**src/rtl/fx3_pkg.sv**
```systemverilog
// Shared FX3 slave-FIFO definitions: state encoding,
// socket addresses and strobe levels for reader and writer.
package fx3_pkg;

  typedef enum logic [3:0] {
    ST_IDLE     = 4'd0,
    ST_SETUP    = 4'd1,
    ST_WAIT_RDY = 4'd2,
    ST_WRITE    = 4'd3,
    ST_PKTEND   = 4'd4,
    ST_GAP      = 4'd5
  } fx3_state_t;

  localparam logic [1:0] FX3_ADDR_WR   = 2'b00;
  localparam logic [1:0] FX3_ADDR_IDLE = 2'b11;
  localparam logic       STROBE_OFF    = 1'b1;
  localparam logic       STROBE_ON     = 1'b0;

endpackage

```
**src/rtl/fx3_slfifo_writer.sv**
```systemverilog
// FX3 synchronous slave-FIFO write master: moves words from a
// ready/valid source into the FX3 write socket.
module fx3_slfifo_writer
  import fx3_pkg::*;
#(
  parameter int DATA_W    = 32,
  parameter int BURST_MAX = 256,
  parameter int SETUP_CYC = 3,
  parameter int GAP_CYC   = 6
) (
  input  logic              clk,
  input  logic              rst_n,
  input  logic              DATA_DIR,
  input  logic [DATA_W-1:0] src_data,
  input  logic              src_valid,
  output logic              src_ready,
  input  logic              pkt_flush,
  input  logic              FLAGA,
  input  logic              FLAGB,
  output logic              SLCS,
  output logic              SLWR,
  output logic              SLOE,
  output logic              SLRD,
  output logic              PKTEND,
  output logic [1:0]        A,
  output logic [DATA_W-1:0] DQ,
  output logic              DQ_oe,
  output logic [8:0]        wr_cnt,
  output logic [3:0]        wr_state
);

  fx3_state_t state;
  logic       fa_q;
  logic       fb_q;
  logic       flush_pend;
  logic [7:0] tmr;
  logic       hs;
  logic [8:0] cnt_nxt;

  assign src_ready = DATA_DIR
                   && (state == ST_WRITE)
                   && fb_q
                   && (wr_cnt < 9'(BURST_MAX));
  assign hs        = src_valid && src_ready;
  assign cnt_nxt   = hs ? wr_cnt + 9'd1 : wr_cnt;
  assign SLOE      = STROBE_OFF;
  assign SLRD      = STROBE_OFF;
  assign wr_state  = state;

  always_ff @(posedge clk or negedge rst_n) begin
    if (!rst_n) begin
      state      <= ST_IDLE;
      fa_q       <= 1'b0;
      fb_q       <= 1'b0;
      flush_pend <= 1'b0;
      tmr        <= '0;
      wr_cnt     <= '0;
      SLCS       <= STROBE_OFF;
      SLWR       <= STROBE_OFF;
      PKTEND     <= STROBE_OFF;
      A          <= FX3_ADDR_IDLE;
      DQ         <= '0;
      DQ_oe      <= 1'b0;
    end else begin
      fa_q   <= FLAGA;
      fb_q   <= FLAGB;
      SLWR   <= STROBE_OFF;
      PKTEND <= STROBE_OFF;
      if (pkt_flush) flush_pend <= 1'b1;
      if (!DATA_DIR) begin
        // a word already on the pins finishes; nothing new starts
        state      <= ST_IDLE;
        flush_pend <= 1'b0;
        wr_cnt     <= '0;
        tmr        <= '0;
        SLCS       <= STROBE_OFF;
        A          <= FX3_ADDR_IDLE;
        DQ_oe      <= 1'b0;
      end else begin
        unique case (state)
          ST_IDLE: begin
            wr_cnt <= '0;
            SLCS   <= STROBE_OFF;
            A      <= FX3_ADDR_IDLE;
            DQ_oe  <= 1'b0;
            if (src_valid || flush_pend) begin
              SLCS  <= STROBE_ON;
              A     <= FX3_ADDR_WR;
              tmr   <= '0;
              state <= ST_SETUP;
            end
          end
          ST_SETUP: begin
            if (tmr == 8'(SETUP_CYC - 1)) state <= ST_WAIT_RDY;
            else tmr <= tmr + 8'd1;
          end
          ST_WAIT_RDY: begin
            if (fa_q) begin
              DQ_oe <= 1'b1;
              state <= ST_WRITE;
            end
          end
          ST_WRITE: begin
            if (hs) begin
              SLWR   <= STROBE_ON;
              DQ     <= src_data;
              wr_cnt <= cnt_nxt;
            end
            if (!fb_q || cnt_nxt == 9'(BURST_MAX)) begin
              tmr   <= '0;
              state <= ST_GAP;
            end else if (flush_pend && !hs) begin
              if (wr_cnt != '0) begin
                PKTEND <= STROBE_ON;
                state  <= ST_PKTEND;
              end else begin
                // nothing written: drop the flush, no ZLP
                flush_pend <= pkt_flush;
                SLCS       <= STROBE_OFF;
                A          <= FX3_ADDR_IDLE;
                DQ_oe      <= 1'b0;
                state      <= ST_IDLE;
              end
            end
          end
          ST_PKTEND: begin
            flush_pend <= pkt_flush;
            SLCS       <= STROBE_OFF;
            A          <= FX3_ADDR_IDLE;
            DQ_oe      <= 1'b0;
            tmr        <= '0;
            state      <= ST_GAP;
          end
          ST_GAP: begin
            SLCS  <= STROBE_OFF;
            A     <= FX3_ADDR_IDLE;
            DQ_oe <= 1'b0;
            if (tmr == 8'(GAP_CYC - 1)) begin
              wr_cnt <= '0;
              state  <= ST_IDLE;
            end else begin
              tmr <= tmr + 8'd1;
            end
          end
          default: state <= ST_IDLE;
        endcase
      end
    end
  end

endmodule

```
**config.mk**
```make
export PLATFORM = sky130hd
export DESIGN_NAME = fx3_slfifo_writer
export DESIGN_NICKNAME = d
export VERILOG_FILES = /design/src/rtl/fx3_pkg.sv /design/src/rtl/fx3_slfifo_writer.sv
export SDC_FILE = /design/constraint.sdc
export NUM_CORES = 1
export LEC_CHECK = 0
export BUFFER_PORTS_ARGS = -buffer_cell sky130_fd_sc_hd__buf_4
export CAP_MARGIN = 25
export CORE_MARGIN = 3
export CORE_UTILIZATION = 40
export DETAILED_ROUTE_END_ITERATION = 12
export GPL_ROUTABILITY_DRIVEN = 0
export PLACE_DENSITY = 0.73
export SLEW_MARGIN = 20
export SYNTH_ARGS = -nofsm -noshare
export SYNTH_HDL_FRONTEND = slang
export SYNTH_SLANG_ARGS = --single-unit
export TNS_END_PERCENT = 100
```
**constraint.sdc**
```tcl
create_clock -name clk -period 2.4 [get_ports clk]
set_input_delay 0.36 -clock clk [delete_from_list [all_inputs] [get_ports clk]]
set_output_delay 0.36 -clock clk [all_outputs]
set_load 0.005 [all_outputs]
```
-- Word level (Yosys, flattened, before mapping)
Cells that the tools add are included.
- mux-type cells: 52
- $lt $le $gt $ge: 1
- add/sub/neg operators: 2
- equal/unequal tests: 24
- reductions and logical operators: 19
- operators by type and width (cell ; count):
    $mux 8 ; 5
    $pmux 8 s5 ; 1
    $mux 9 ; 4
    $mux 4 ; 7
    $ne 3x3->1 const B ; 9
    $pmux 9 s3 ; 1
    $pmux 4 s6 ; 1
    $mux 1 ; 23
    $reduce_and 5->1 ; 3
    $ne 4x2->1 const B ; 3
    $mux 2 ; 5
    $add 9x1->9 const B ; 1
    $eq 9x9->1 const B ; 1
    $lt 9x9->1 const B ; 1
    $reduce_bool 9->1 ; 1
    $add 8x1->8 const B ; 1
    $eq 4x2->1 const B ; 2
    $eq 4x3->1 const B ; 2
    $eq 8x2->1 const B ; 1
    $eq 8x3->1 const B ; 1
    $ne 3x2->1 const B ; 2
    $ne 6x1->1 const B ; 1
    $pmux 1 s3 ; 2
    $pmux 2 s3 ; 1
    other kinds (12) ; 19
- register bits: 62
- logic and storage cells: 110
- output and inout bits: 54
- bits of input ports: 39

-- Logic depth before layout (Yosys ltp)
- depth in word-level cells: 11
- mapped depth: 9
- depth with buffers taken out: 8

-- Worst setup path after synthesis
Ideal clock, no wire load.
- kind: flip-flop to flip-flop
- start point: reg tmr[0]
- end point: reg tmr[1]
- setup time: 0.125 ns
- cell stages (with the launch flop): 10
- clock period less this slack: 2.276 ns
- path buffers: 1
- setup slack: 0.124 ns
- arrival time: 2.150 ns
- data required time: 2.275 ns
- path through: dfrtp_1 > inv_1 > ha_1 > or3b_1 > a2111o_1 > a21boi_2 > a21oi_1 > and3b_1 > buf_6 > mux2_4
- cells in the longest elaborated chain, start to end: 4
- elaborated cells on any way between the ends: 10
- classes of those cells: add/sub (1); eq/ne (4); mux (4); reduce/logical (1)
- RTL lines (item ; line ; source):
    start: declaration ; fx3_slfifo_writer.sv:36 ; logic [7:0] tmr;
    start signal: assignment ; fx3_slfifo_writer.sv:95 ; else tmr <= tmr + 8'd1;
    start signal: assignment ; fx3_slfifo_writer.sv:142 ; tmr <= tmr + 8'd1;
    $add 8x1->8 ; fx3_slfifo_writer.sv:95, fx3_slfifo_writer.sv:142 ;
    $mux 8, on equally long branches ; fx3_slfifo_writer.sv:138, fx3_slfifo_writer.sv:94 ;
    $pmux 8 s5 ; fx3_slfifo_writer.sv:80 ; unique case (state)
    $mux 8 ; fx3_slfifo_writer.sv:70 ; if (!DATA_DIR) begin
Parallel ways exist; a longest one is shown, timed or not. The select of a mux whose other input is x is not followed.
A chain may end at the register's enable or synchronous reset.

-- Final worst setup path
Ends and elaborated chain as after synthesis.

==> impl_metrics.tcl <==
set metrics [dict create \
    hold_viol_final 0 \
    powerDensity_nw_per_um2 743 \
    dp_slack_ns 0.115 \
    die_area_um2 8480 \
    relSlewSlack_pct 50.5 \
    grt.total_usage_pct 18.4 \
    synth.distinct_cells 52 \
    final_cells 537 \
    place_inst 520 \
    grt_start_max_net_pins 60 \
    ctsRootBufferMaster "clkbuf_8" \
    path_clk_slew_ns 0.07 \
    reg2reg_to "tmr[1]" \
    reg2regPathDepth 8 \
    period_share_pct 94.1 \
    routed_via_density 5.09 \
    synth_edf_count 0 \
    max_freq_mhz 443 \
    cts_buffers 9 \
    drive_above_1_share_pct 28.3 \
    finalSetupViolCount 0 \
    port_buffers 89 \
    status "finished clean" \
    firstDrtPassIters 4 \
    tightest_slew_ns 0.742 \
    core_area_um2 6980 \
    critical_path.max_fanout 4 \
    die_w_um 92.1 \
    slowest_stage "dfrtp_1" \
    hp-class "input pin to async pin" \
    antennaDiodeCount 0 \
    fp.dieH_um 92.1 \
    final_antenna_net_count 0 \
    ir_drop_mv 0.385 \
    synth_top_area_cell "dfrtp_1" \
    path_buf_inv 1 \
    io_pins 93 \
    setup_tns_ns 0 \
    rows 30 \
    slowest_delay_ns 0.42 \
    avgSynthCellArea_um2 8.55 \
    htreeDepth 3 \
    ctsHoldBuffers 0 \
    fin_ws_ns 0.142 \
    dp_hpwl_um 5180 \
    synthArstFlopShare_pct 100 \
    grt_antenna_before_repair 0 \
    cts_tree "done" \
    synth_top_flop_cell "dfrtp_1" \
    synth_seq_area_share_pct 49.9 \
    clkSinkCount 59 \
    p_leak_nw 1.97 \
    r2r-start "tmr[0]" \
    layout.nets 480 \
    syn2layout_area_growth_pct 32.7 \
    layout_min_cycle_time_ns 2.26 \
    crit_arrival_ns 2.49 \
    vias 2733 \
    grt_pass1_vias 2727 \
    fin_util_pct 56.3 \
    drv_slew 0 \
    overflow 0 \
    clk_latency_ns 0.35 \
    ys_ff_latch 59 \
    drc 0 \
    synth_area_leaders "dfrtp_1, nand2_1, a21oi_1" \
    synth.cell_area_um2 2970 \
    cp_cell_sequence "inv_1 -> ha_1 -> or3b_1 -> a2111o_1 -> a21boi_2 -> a21oi_1 -> and3b_1 -> mux2_4" \
    path_depth 8 \
    drv_cap 0 \
    cp.required_ns 2.63 \
    drtIter0Drc 206 \
    cp-start-kind "register" \
    synth_top_cell_area_share_pct 47.3 \
    grt_setup_unrepaired "no" \
    grt_pass1_wl_um 12400 \
    worstSetupEndpointType "register" \
    crit_type "register to register" \
    wire_per_inst_um 13.6 \
    cp_top_family "compound AO/OA/AOI/OAI gates" \
    wirelength_um 7310 \
    yosysWarnings 0 \
    clockBufferDepth 2 \
    rrSetupSlack_ns 0.14 \
    initial_core_util_pct 42.5 \
    netlist_instances 347 \
    finClkSkew_ns 0.00680 \
]
## final cells by class
class	count	area (um2)
Fill cell	628	3050
Sequential cell	59	1480
Multi-Input combinational cell	255	1320
Timing Repair Buffer	99	743
Clock buffer	12	155
Tap cell	96	120
Clock inverter	4	72.6
Inverter	12	45.0
## cells in the mapped netlist (3+ instances only)
cell type,n
and3_1,4
ha_1,5
nor2b_1,4
inv_1,12
o21a_1,3
dfrtp_1,56
o211ai_1,3
a21oi_1,17
o21ai_0,16
nand3_1,12
nor3_1,11
dfstp_2,3
or3_1,3
and2_1,4
clkbuf_1,11
buf_1,3
a31oi_1,4
nor2_1,11
buf_4,5
nand2_1,119
## timing repair
item	in CTS	in global routing
endpoints found under the hold margin	0	0
endpoints found under the setup margin	0	4
buffers inserted	0	1
gates resized for setup	0	0
## where the power goes
group          internal, mW  switching (mW)
Sequential             1.13           0.108
Clock                 0.640           0.405
Combinational         0.332           0.302
Total                  2.11           0.815
## registers in the layout, summed over array words and instances (netlist names)
| signal | flops |
|---|---|
| A | 1 |
| DQ | 32 |
| DQ_oe | 1 |
| PKTEND | 1 |
| SLWR | 1 |
| fa_q | 1 |
| fb_q | 1 |
| flush_pend | 1 |
| tmr | 8 |
| wr_cnt | 9 |
| wr_state | 3 |
## layer usage
layer,up-vias,share of wire (%),track usage (%)
met4,0,1.7,9.03
met2,113,45,28.3
met1,1270,43,22.7
li1,1336,-,-
met3,14,11,6.81
met5,-,0,0
## kinds of logic (layout without fill, tap and decap cells)
| kind of cell | after synthesis | after routing | share of synthesized area, % |
|---|---|---|---|
| DFF | 59 | 59 | 49.9 |
| other | 2 | 3 | 0.253 |
| AOI/OAI and AO/OA | 58 | 58 | 12.4 |
| adders and majority gates | 5 | 5 | 2.11 |
| and+or+nand+nor | 183 | 183 | 27.4 |
| muxes | 4 | 4 | 1.56 |
| xor gates and xnor gates | 2 | 2 | 0.591 |
| buffers and inverters | 34 | 127 | 5.78 |
## worst register-to-register path, cell delays in order (launching register included)
cell and delay [ns]:
dfrtp_1 0.42, inv_1 0.10, ha_1 0.13, or3b_1 0.33
a2111o_1 0.41, a21boi_2 0.18, a21oi_1 0.05, and3b_1 0.22
mux2_4 0.31
## cells in the final DEF (no fill, tap or decap), types with 4 or more instances in the layout
master | netlist | routed
and3_1 | 4 | 4
nor2_1 | 11 | 11
nand2_1 | 119 | 119
a21oi_1 | 17 | 17
nor3_1 | 11 | 11
nand3_1 | 12 | 12
dfrtp_1 | 56 | 56
a31oi_1 | 4 | 4
clkbuf_8 | 1 | 11
and2_1 | 4 | 4
inv_1 | 12 | 12
nor2b_1 | 4 | 4
o21ai_0 | 16 | 16
buf_4 | 5 | 99
ha_1 | 5 | 5
## worst max-delay path by stage
stage,start,slack [ns],end
finish,tmr[0],0.14,tmr[1]
global placement,tmr[0],0.17,tmr[1]
global route,tmr[0],0.008,tmr[6]
CTS,tmr[0],0.09,tmr[1]
floorplan,tmr[0],0.12,tmr[1]
detailed placement,tmr[0],0.12,tmr[1]
## per-stage QoR
step | power, mW | cell area [um2] | hold slack, ns
finish | 2.92 | 3930 | 0.0600
global route | 3.10 | 3930 | 0.114
CTS | 2.95 | 3930 | 0.111
detailed placement | 1.89 | 3700 | 0.463
global placement | 1.88 | 3700 | 0.459
floorplan | 1.55 | 2970 | 0.0644
(Power assumes the default switching activity.)
